**src/rtl/ham_encoder_tx.sv**
```systemverilog
// Hamming(7,4) encoder with a one-deep holding register and an LSB-first serializer.
// Parity sits at codeword bits 0, 1 and 3; data sits at bits 2, 4, 5 and 6.
module ham_encoder_tx (
  input  logic        i_clock,
  input  logic        i_reset,
  input  logic [3:0]  i_data,
  input  logic        i_dataValid,
  output logic        o_dataReady,
  input  logic [2:0]  i_errPos,
  output logic        o_serialOut,
  output logic        o_serialValid,
  output logic [6:0]  o_codeword,
  output logic [15:0] o_sentCount
);

  typedef enum logic {S_IDLE, S_SEND} state_t;

  state_t      r_state;
  state_t      w_nextState;
  logic [6:0]  r_hold;
  logic        r_holdFull;
  logic [6:0]  r_shift;
  logic [2:0]  r_bitCnt;
  logic [15:0] r_sentCount;
  logic        w_accept;
  logic        w_load;
  logic        w_lastBit;

  function automatic logic [6:0] encode_fn(input logic [3:0] d);
    logic [6:0] cw;
    cw[0] = d[0] ^ d[1] ^ d[3];
    cw[1] = d[0] ^ d[2] ^ d[3];
    cw[2] = d[0];
    cw[3] = d[1] ^ d[2] ^ d[3];
    cw[4] = d[1];
    cw[5] = d[2];
    cw[6] = d[3];
    return cw;
  endfunction

  // errPos is the 1-indexed Hamming position, so the receiver's syndrome equals it.
  function automatic logic [6:0] inject_fn(input logic [6:0] cw, input logic [2:0] pos);
    if (pos == 3'd0) return cw;
    return cw ^ (7'd1 << (pos - 3'd1));
  endfunction

  assign w_accept  = i_dataValid && !r_holdFull;
  assign w_lastBit = (r_bitCnt == 3'd6);

  always_ff @(posedge i_clock) begin
    if (i_reset) r_state <= S_IDLE;
    else         r_state <= w_nextState;
  end

  always_comb begin
    w_nextState = r_state;
    w_load      = 1'b0;
    case (r_state)
      S_IDLE: begin
        if (r_holdFull) begin
          w_nextState = S_SEND;
          w_load      = 1'b1;
        end
      end
      S_SEND: begin
        if (w_lastBit) begin
          if (r_holdFull) w_load      = 1'b1;
          else            w_nextState = S_IDLE;
        end
      end
      default: w_nextState = S_IDLE;
    endcase
  end

  always_comb begin
    o_dataReady   = !r_holdFull;
    o_serialValid = (r_state == S_SEND);
    o_serialOut   = (r_state == S_SEND) ? r_shift[r_bitCnt] : 1'b0;
    o_codeword    = r_shift;
    o_sentCount   = r_sentCount;
  end

  // Accept and drain are mutually exclusive: accept needs !holdFull, load needs holdFull.
  always_ff @(posedge i_clock) begin
    if (i_reset) begin
      r_hold      <= 7'd0;
      r_holdFull  <= 1'b0;
      r_shift     <= 7'd0;
      r_bitCnt    <= 3'd0;
      r_sentCount <= 16'd0;
    end else begin
      if (w_accept) begin
        r_hold     <= inject_fn(encode_fn(i_data), i_errPos);
        r_holdFull <= 1'b1;
      end else if (w_load) begin
        r_holdFull <= 1'b0;
      end

      if (w_load) begin
        r_shift  <= r_hold;
        r_bitCnt <= 3'd0;
      end else if (r_state == S_SEND) begin
        r_bitCnt <= r_bitCnt + 3'd1;
      end

      if ((r_state == S_SEND) && w_lastBit)
        r_sentCount <= r_sentCount + 16'd1;
    end
  end

endmodule

```
**config.mk**
```make
export PLATFORM = sky130hd
export DESIGN_NAME = ham_encoder_tx
export DESIGN_NICKNAME = d
export VERILOG_FILES = /design/src/rtl/ham_encoder_tx.sv
export SDC_FILE = /design/constraint.sdc
export NUM_CORES = 1
export LEC_CHECK = 0
export CAP_MARGIN = 20
export CORE_MARGIN = 1.5
export CORE_UTILIZATION = 30
export DETAILED_ROUTE_END_ITERATION = 12
export GPL_TIMING_DRIVEN = 0
export PLACE_DENSITY = 0.59
export SYNTH_ARGS = -nofsm -noshare
export SYNTH_HDL_FRONTEND = slang
export SYNTH_SLANG_ARGS = --single-unit
export TNS_END_PERCENT = 5
```
**constraint.sdc**
```tcl
create_clock -name i_clock -period 2.52 [get_ports i_clock]
set_clock_uncertainty 0.05 [all_clocks]
set_input_delay 0.378 -clock i_clock [delete_from_list [all_inputs] [get_ports i_clock]]
set_output_delay 0.378 -clock i_clock [all_outputs]
set_load 0.01 [all_outputs]
```
=== Word level (Yosys, flattened, before mapping) ===
Index checks and enable logic that the tools add are counted.

* Add/subtract/negate cells: 3
* Order comparisons: 1
* Equal/unequal tests: 1
* Shift-type cells: 1
* Muxes and demuxes: 15
* Bitwise logic cells: 8
* Reduce and logical (&&, ||, !) cells: 6

{| class="wikitable"
|+ Operators with widths
! cell !! count
|-
| 16-bit by 1-bit adder with 16-bit output (second input constant) || 1
|-
| 7-bit two-way mux || 2
|-
| 1-bit two-way mux || 10
|-
| 1-bit by 3-bit << shifter with 7-bit output (first input constant) || 1
|-
| 7-bit XOR || 1
|-
| 1-bit XOR || 6
|-
| 3-bit by 4-bit < comparator with 1-bit output (second input constant) || 1
|-
| 1-bit case mux with 2 select lines || 2
|-
| 3-bit by 1-bit adder with 3-bit output (second input constant) || 1
|-
| 1-bit binary-select mux with 3-bit select || 1
|-
| 3-bit equality test (second input constant) || 1
|-
| 3-bit logical NOT || 1
|-
| 3-bit by 1-bit subtractor with 3-bit output (second input constant) || 1
|-
| 1-bit logical AND || 2
|-
| 2-bit nonzero test || 1
|-
| 2-bit OR reduction || 1
|-
| 1-bit logical NOT || 1
|-
| 1-bit NOT || 1
|}

* Flip-flop bits (word level): 35
* Input bits: 10
* Logic and storage cells: 41

=== Logic depth before layout (Yosys ltp) ===
Gate-level depths: netlist of the first run.

* Word-level depth: 5
* Depth in mapped cells: 7
* Mapped depth without buffers: 6

=== Worst setup path after synthesis of the first run ===
No wires, ideal clock.

* Kind: register to register
* From: reg r_bitCnt[0]
* To: reg r_sentCount[15], in the netlist o_sentCount[15]
* Arrival time: 1.738 ns
* Path slack: 0.662 ns
* Cell stages (with the launch flop): 7
* Cell sequence: dfxtp_1 > inv_1 > ha_1 > nand3_2 > or4_4 > or3_1 > a21oi_1

* Word-level cells in the longest chain between the ends: 2

{| class="wikitable"
|+ RTL lines
! item !! RTL line !! source
|-
| start: declaration || 23 || <nowiki>logic [2:0] r_bitCnt;</nowiki>
|-
| start signal: assignment || 103 || <nowiki>r_bitCnt <= r_bitCnt + 3'd1;</nowiki>
|-
| 3-bit equality test || 48 || <nowiki>assign w_lastBit = (r_bitCnt == 3'd6);</nowiki>
|-
| 1-bit logical AND || 106 || <nowiki>if ((r_state == S_SEND) && w_lastBit)</nowiki>
|-
| end signal: assignment || 107 || <nowiki>r_sentCount <= r_sentCount + 16'd1;</nowiki>
|-
| end: declaration || 24 || <nowiki>logic [15:0] r_sentCount;</nowiki>
|}

Every way passes these cells.
A chain may end at the register's enable or synchronous reset.

=== Final worst setup path of the first run ===
* From: reg r_bitCnt[0]
* To: out o_serialOut

* Word-level cells in the longest chain between the ends: 3

{| class="wikitable"
|+ RTL lines
! item !! RTL line !! source
|-
| 1-bit binary-select mux with 3-bit select || 78 || <nowiki>o_serialOut = (r_state == S_SEND) ? r_shift[r_bitCnt] : 1'b0;</nowiki>
|-
| 1-bit two-way mux (implied by the code) || 78 ||
|-
| 1-bit two-way mux || 78 ||
|-
| end: declaration || 10 || <nowiki>output logic o_serialOut,</nowiki>
|}

Every way passes these cells. The select of a mux whose other input is x is not followed.

==> flow_metrics.tcl, run 1 <==
set metrics [dict create \
    synth_seq_cells 35 \
    num-fill-cells 552 \
    postCtsSetupBuffers 0 \
    cts_tree "yes" \
    clk_latency_ns 0.28 \
    hold_violations 0 \
    grt_pass1_vias 1184 \
    nets 232 \
    final_cell_mix "dfxtp_1, clkdlybuf4s50_1, nor2_1" \
    avgViaCountPerCell 4.60 \
    setup_tns_ns 0 \
    critPathArrivalTime_ns 1.99 \
    pin_count 36 \
    cts_resized 0 \
    slew_headroom_pct 63.5 \
    syn_nets 191 \
    cts_buffer_depth 2 \
    core_region_area_mm2 0.00520 \
    period_share_pct 96.0 \
    fin_total_pwr_mw 1.14 \
    antenna_found_initial 0 \
    netlist_instances 178 \
    syn_avg_cell_area_um2 9.28 \
    overflow 0 \
    worst_slew_pin_slew_ns 0.543 \
    start_util_pct 31.7 \
    antenna_left 0 \
    row_count 26 \
    maxCapViolations 0 \
    io_buffers 34 \
    seqCellArea_um2 701 \
    syn_to_final_growth_pct 31.2 \
    reg2reg_depth 6 \
    netlist-cell-type-count 31 \
    required_ns 2.09 \
    layout_commonest_cell "dfxtp_1" \
    cts_made_buffers 5 \
    hold_buffers 0 \
    drc 0 \
    finalCriticalPeriod_ns 2.42 \
    regToRegStartpoint "r_bitCnt[0]" \
    critPathLaunch "r_bitCnt[0]" \
    powerDensity_mw_per_mm2 525 \
    end_kind "output pin" \
    setup_violations 0 \
    ys_warn_count 0 \
    worstSetupPathType "reg2out" \
    h-tree-depth 2 \
    die_area_mm2 0.00596 \
    rsz0062_at_grt "false" \
    multi_input_area_um2 865 \
    root_buffer "clkbuf_8" \
    cp_max_fo 6 \
    wl_um 3290 \
    track_usage_pct 11.7 \
    wl_per_cell_um 11.4 \
    path_clk_slew_ns 0.07 \
    rr_endpoint "o_sentCount[14]" \
    status "complete, no violations" \
    crit_end "o_serialOut" \
    syn_area_mm2 0.00165 \
    irDropWorstVdd_mv 0.171 \
    drtIter0Drc 34 \
    drive_above_1_share_pct 7.76 \
    holdCritPathClass "in2reg" \
    max_freq_mhz 413 \
    dr.pass1.iters 4 \
    dp_hpwl_um 2440 \
    cts.sinks 35 \
    grt_pass1_wl_um 5520 \
    die_w_um 77.2 \
    cp-start-kind "flop" \
    reg2reg_slack_ns 0.47 \
    antennaDiodeCount 0 \
    grt_max_degree 11 \
    place_congestion 0.750 \
    vias 1330 \
    die_h_um 77.2 \
    yosysSeqAreaShare_pct 42.4 \
    leakagePower_nw 0.747 \
    drv_slew 0 \
]
[stage by stage]
step	cell area, um^2	hold WS [ns]	setup slack (ns)	std cells	utilization (%)
finish	2170	0.263	0.0998	289	41.6
detailed placement	2080	0.434	0.384	282	40.0
CTS	2170	0.259	0.0725	289	41.6
global placement	2080	0.427	0.391	282	40.0
global route	2170	0.267	0.0352	289	41.6
floorplan	1650	0.410	0.662	178	-
[power breakdown]
group | total (mW) | switching (mW) | internal (mW)
Clock | 0.406 | 0.191 | 0.214
Combinational | 0.143 | 0.0681 | 0.0748
Sequential | 0.590 | 0.0159 | 0.574
Total | 1.14 | 0.275 | 0.863
[flip-flops by register name, summed over array words and instances, names as in the netlist]
register       flops
o_codeword         7
o_sentCount       16
o_serialValid      1
r_bitCnt           3
r_hold             7
r_holdFull         1
[routing by layer]
layer	track usage, %	wire, um
met5	0	0
met1	14.8	1580
met2	18.5	1540
met4	4.91	59
met3	3.45	117
[cells in the mapped netlist]
master	instances	area, um^2
nor4_1	3	18.8
ha_1	3	37.5
a211oi_1	6	45.0
clkbuf_1	3	11.3
or4_4	1	11.3
nand3b_1	2	15.0
nor3_1	6	30.0
xnor2_1	18	158
o221ai_1	1	8.76
xor2_1	7	61.3
mux4_2	1	22.5
nand3_2	1	10.0
a2111oi_0	1	8.76
nor3b_1	3	22.5
and3_1	3	18.8
nand4_1	5	31.3
a31o_2	1	8.76
o21ai_0	3	15.0
a21oi_1	7	35.0
nand2_1	12	45.0
inv_1	4	15.0
nand4_2	1	12.5
dfxtp_1	35	701
nand3_1	3	15.0
or3_1	3	18.8
buf_2	1	5.00
clkbuf_8	4	55.1
nor2_1	29	109
nor2b_1	1	6.26
mux2i_1	9	90.1
o211a_1	1	10.0
[logic make-up after synthesis]
group,share of synthesized area (%)
AND/OR/NAND/NOR,22.0
flip-flops,42.4
XOR/XNOR,13.3
AO/OA/AOI/OAI,7.95
buffers and inverters,5.23
multiplexers,6.82
adder cells (fa/ha/maj),2.27
[worst max-delay path, stage by stage, from the launching register on]
cell and delay, ns:
dfxtp_1 0.47, mux4_2 0.54, o211a_1 0.22, clkdlybuf4s50_1 0.47
[worst min path at each step]
| stage | from | endpoint | cells past startpoint | slack (ns) |
|---|---|---|---|---|
| 3_5_place_dp | r_hold[6] | o_codeword[6] | 2 | 0.43 |
| 5_1_grt | i_reset | r_bitCnt[2] | 2 | 0.27 |
| 3_3_place_gp | r_hold[3] | o_codeword[3] | 2 | 0.43 |
| 6_report | i_reset | r_hold[0] | 2 | 0.26 |
| 4_1_cts | i_reset | r_hold[0] | 2 | 0.26 |
| 2_1_floorplan | r_hold[4] | r_hold[4] | 2 | 0.41 |
[final cells by class]
| class | instances | share of cell area (%) |
|---|---|---|
| inverters | 4 | 0.693 |
| flip-flops and latches | 35 | 32.3 |
| repair buffers | 34 | 15.7 |
| multi-input cells | 131 | 39.9 |
| well taps | 70 | 4.04 |
| plain buffers | 8 | 3.29 |
| clock buffers | 6 | 3.81 |
| clock inverters | 1 | 0.231 |
Note: power is estimated with default switching activity, not from simulation.
==> inputs of run 2 (changes only) <==
==> constraint.sdc (replaced) <==
create_clock -name i_clock -period 2.52 [get_ports i_clock]
set_clock_uncertainty 0.05 [all_clocks]
set_input_delay 0.378 -clock i_clock [delete_from_list [all_inputs] [get_ports i_clock]]
set_output_delay 0.378 -clock i_clock [all_outputs]
set_load 0.1 [all_outputs]
==> run 2 against run 1 <==
Worst setup slack better by 0.010 ns. Critical path type unchanged. Largest power group unchanged. Cell area about the same. Total power rose by 4.5%. Critical path depth unchanged. Global-route usage is the same. Count of clock-buffer cells in the layout unchanged. Largest cell class unchanged. Via count decreased by 0.53%. Hold slack barely moved.
==> flow_metrics.tcl, run 2 (synthesized netlist as in run 1, its figures left out) <==
set metrics [dict create \
    regToRegStartpoint "r_bitCnt[0]" \
    die_h_um 77.2 \
    rr_endpoint "o_sentCount[14]" \
    cp-start-kind "flop" \
    maxCapViolations 0 \
    setup_violations 0 \
    antenna_found_initial 0 \
    avgViaCountPerCell 4.58 \
    dp_hpwl_um 2440 \
    wl_per_cell_um 11.4 \
    reg2reg_depth 6 \
    hold_violations 0 \
    status "complete, no violations" \
    row_count 26 \
    dr.pass1.iters 4 \
    die_area_mm2 0.00596 \
    cts_tree "yes" \
    end_kind "output pin" \
    antenna_left 0 \
    worstHoldEndpoint "r_hold[0]" \
    place_congestion 0.750 \
    worstSetupPathType "reg2out" \
    drtIter0Drc 37 \
    cts_made_buffers 5 \
    overflow 0 \
    power_frac_comb_pct 16.4 \
    io_buffers 34 \
    finalCriticalPeriod_ns 2.41 \
    root_buffer "clkbuf_8" \
    vias 1323 \
    reg2reg_slack_ns 0.47 \
    antennaDiodeCount 0 \
    num-fill-cells 552 \
    critPathArrivalTime_ns 1.98 \
    slew_headroom_pct 33.0 \
    multi_input_area_um2 865 \
    irDropWorstVdd_mv 0.171 \
    p_int_uw 863 \
    grt_max_degree 11 \
    p_sw_uw 328 \
    start_util_pct 31.7 \
    worst_slew_pin_slew_ns 1.00 \
    hold_start "i_reset" \
    rsz0062_at_grt "false" \
    max_freq_mhz 415 \
    powerDensity_mw_per_mm2 549 \
    core_region_area_mm2 0.00520 \
    leakagePower_nw 0.747 \
    nets 232 \
    syn_to_final_growth_pct 31.3 \
    holdCritPathClass "in2reg" \
    die_w_um 77.2 \
    fin_total_pwr_mw 1.19 \
    clk_latency_ns 0.28 \
    power_frac_seq_pct 49.6 \
    drv_slew 0 \
    hold_buffers 0 \
    drive_above_1_share_pct 8.22 \
    drc 0 \
    grt_pass1_vias 1174 \
    cp_max_fo 6 \
    h-tree-depth 2 \
    clock_power_share_pct 34.0 \
    layout_commonest_cell "dfxtp_1" \
    path_clk_slew_ns 0.07 \
    pin_count 36 \
    track_usage_pct 11.7 \
    wl_um 3300 \
    utilization_pct 41.7 \
    cts.sinks 35 \
    grt_pass1_wl_um 5520 \
    switching_share_pct 27.5 \
    cts_buffer_depth 2 \
    hold_ws_ns 0.263 \
    period_share_pct 95.6 \
    critPathLaunch "r_bitCnt[0]" \
    required_ns 2.09 \
    largest_reg_flops 16 \
    seqCellArea_um2 701 \
    hold_depth 2 \
    final_cell_mix "dfxtp_1, clkdlybuf4s50_1, nor2_1" \
]
run 2: cell count changes in the layout (fill, tap and decap cells not counted):
| cell | before | now |
|---|---|---|
| clkdlybuf4s50_1 | 34 | 33 |
| clkdlybuf4s15_2 | 0 | 1 |
run 2: power groups by stage:
stage	Clock (mW)	Combinational (mW)	Sequential [mW]
final	0.405	0.195	0.590
after global routing	0.449	0.211	0.592
after CTS	0.421	0.197	0.590
after detailed placement	0	0.197	0.603
after global placement	0	0.196	0.602
after floorplan	0	0.105	0.641
run 2: layout make-up:
type	count	area share [%]
timing repair buffer	34	15.8
clock buffer	6	3.81
multi-input combinational	131	39.9
buffer	8	3.29
tap	70	4.04
clock inverter	1	0.231
inverter	4	0.692
sequential	35	32.3
run 2: through the flow:
step	setup WS (ns)	cell area, um^2	std cells	TNS (ns)
final	0.110	2170	289	0
after global routing	0.0430	2170	289	0
after CTS	0.0837	2170	289	0
after detailed placement	-0.107	2080	282	-0.107
after global placement	-0.0996	2080	282	-0.0996
after floorplan	0.0269	1650	178	0
run 2: worst max-delay path, cell delays in order (launching register included):
cell and delay, ns:
dfxtp_1 0.47, mux4_2 0.54, o211a_1 0.22, clkdlybuf4s15_2 0.46
run 2: layer usage:
layer | global-route usage, % | vias up | routed length, um
met2 | 18.3 | 23 | 1530
met5 | 0 | - | 0
met3 | 3.45 | 5 | 117
li1 | - | 694 | -
met1 | 14.9 | 601 | 1590
met4 | 4.91 | 0 | 59
run 2: repair_timing:
item | CTS | global route
setup endpoints to repair | 1 | 0
buffers inserted | 0 | 0
gates resized for setup | 3 | 0
run 2: how the worst max path moves through the flow:
stage / endpoint / slack (ns) / depth (start not counted)
2_1_floorplan: o_sentCount[15] / 0.03 / 5
3_3_place_gp: o_serialOut / -0.1 / 3
3_5_place_dp: o_serialOut / -0.11 / 3
4_1_cts: o_serialOut / 0.08 / 3
5_1_grt: o_serialOut / 0.04 / 3
6_report: o_serialOut / 0.11 / 3
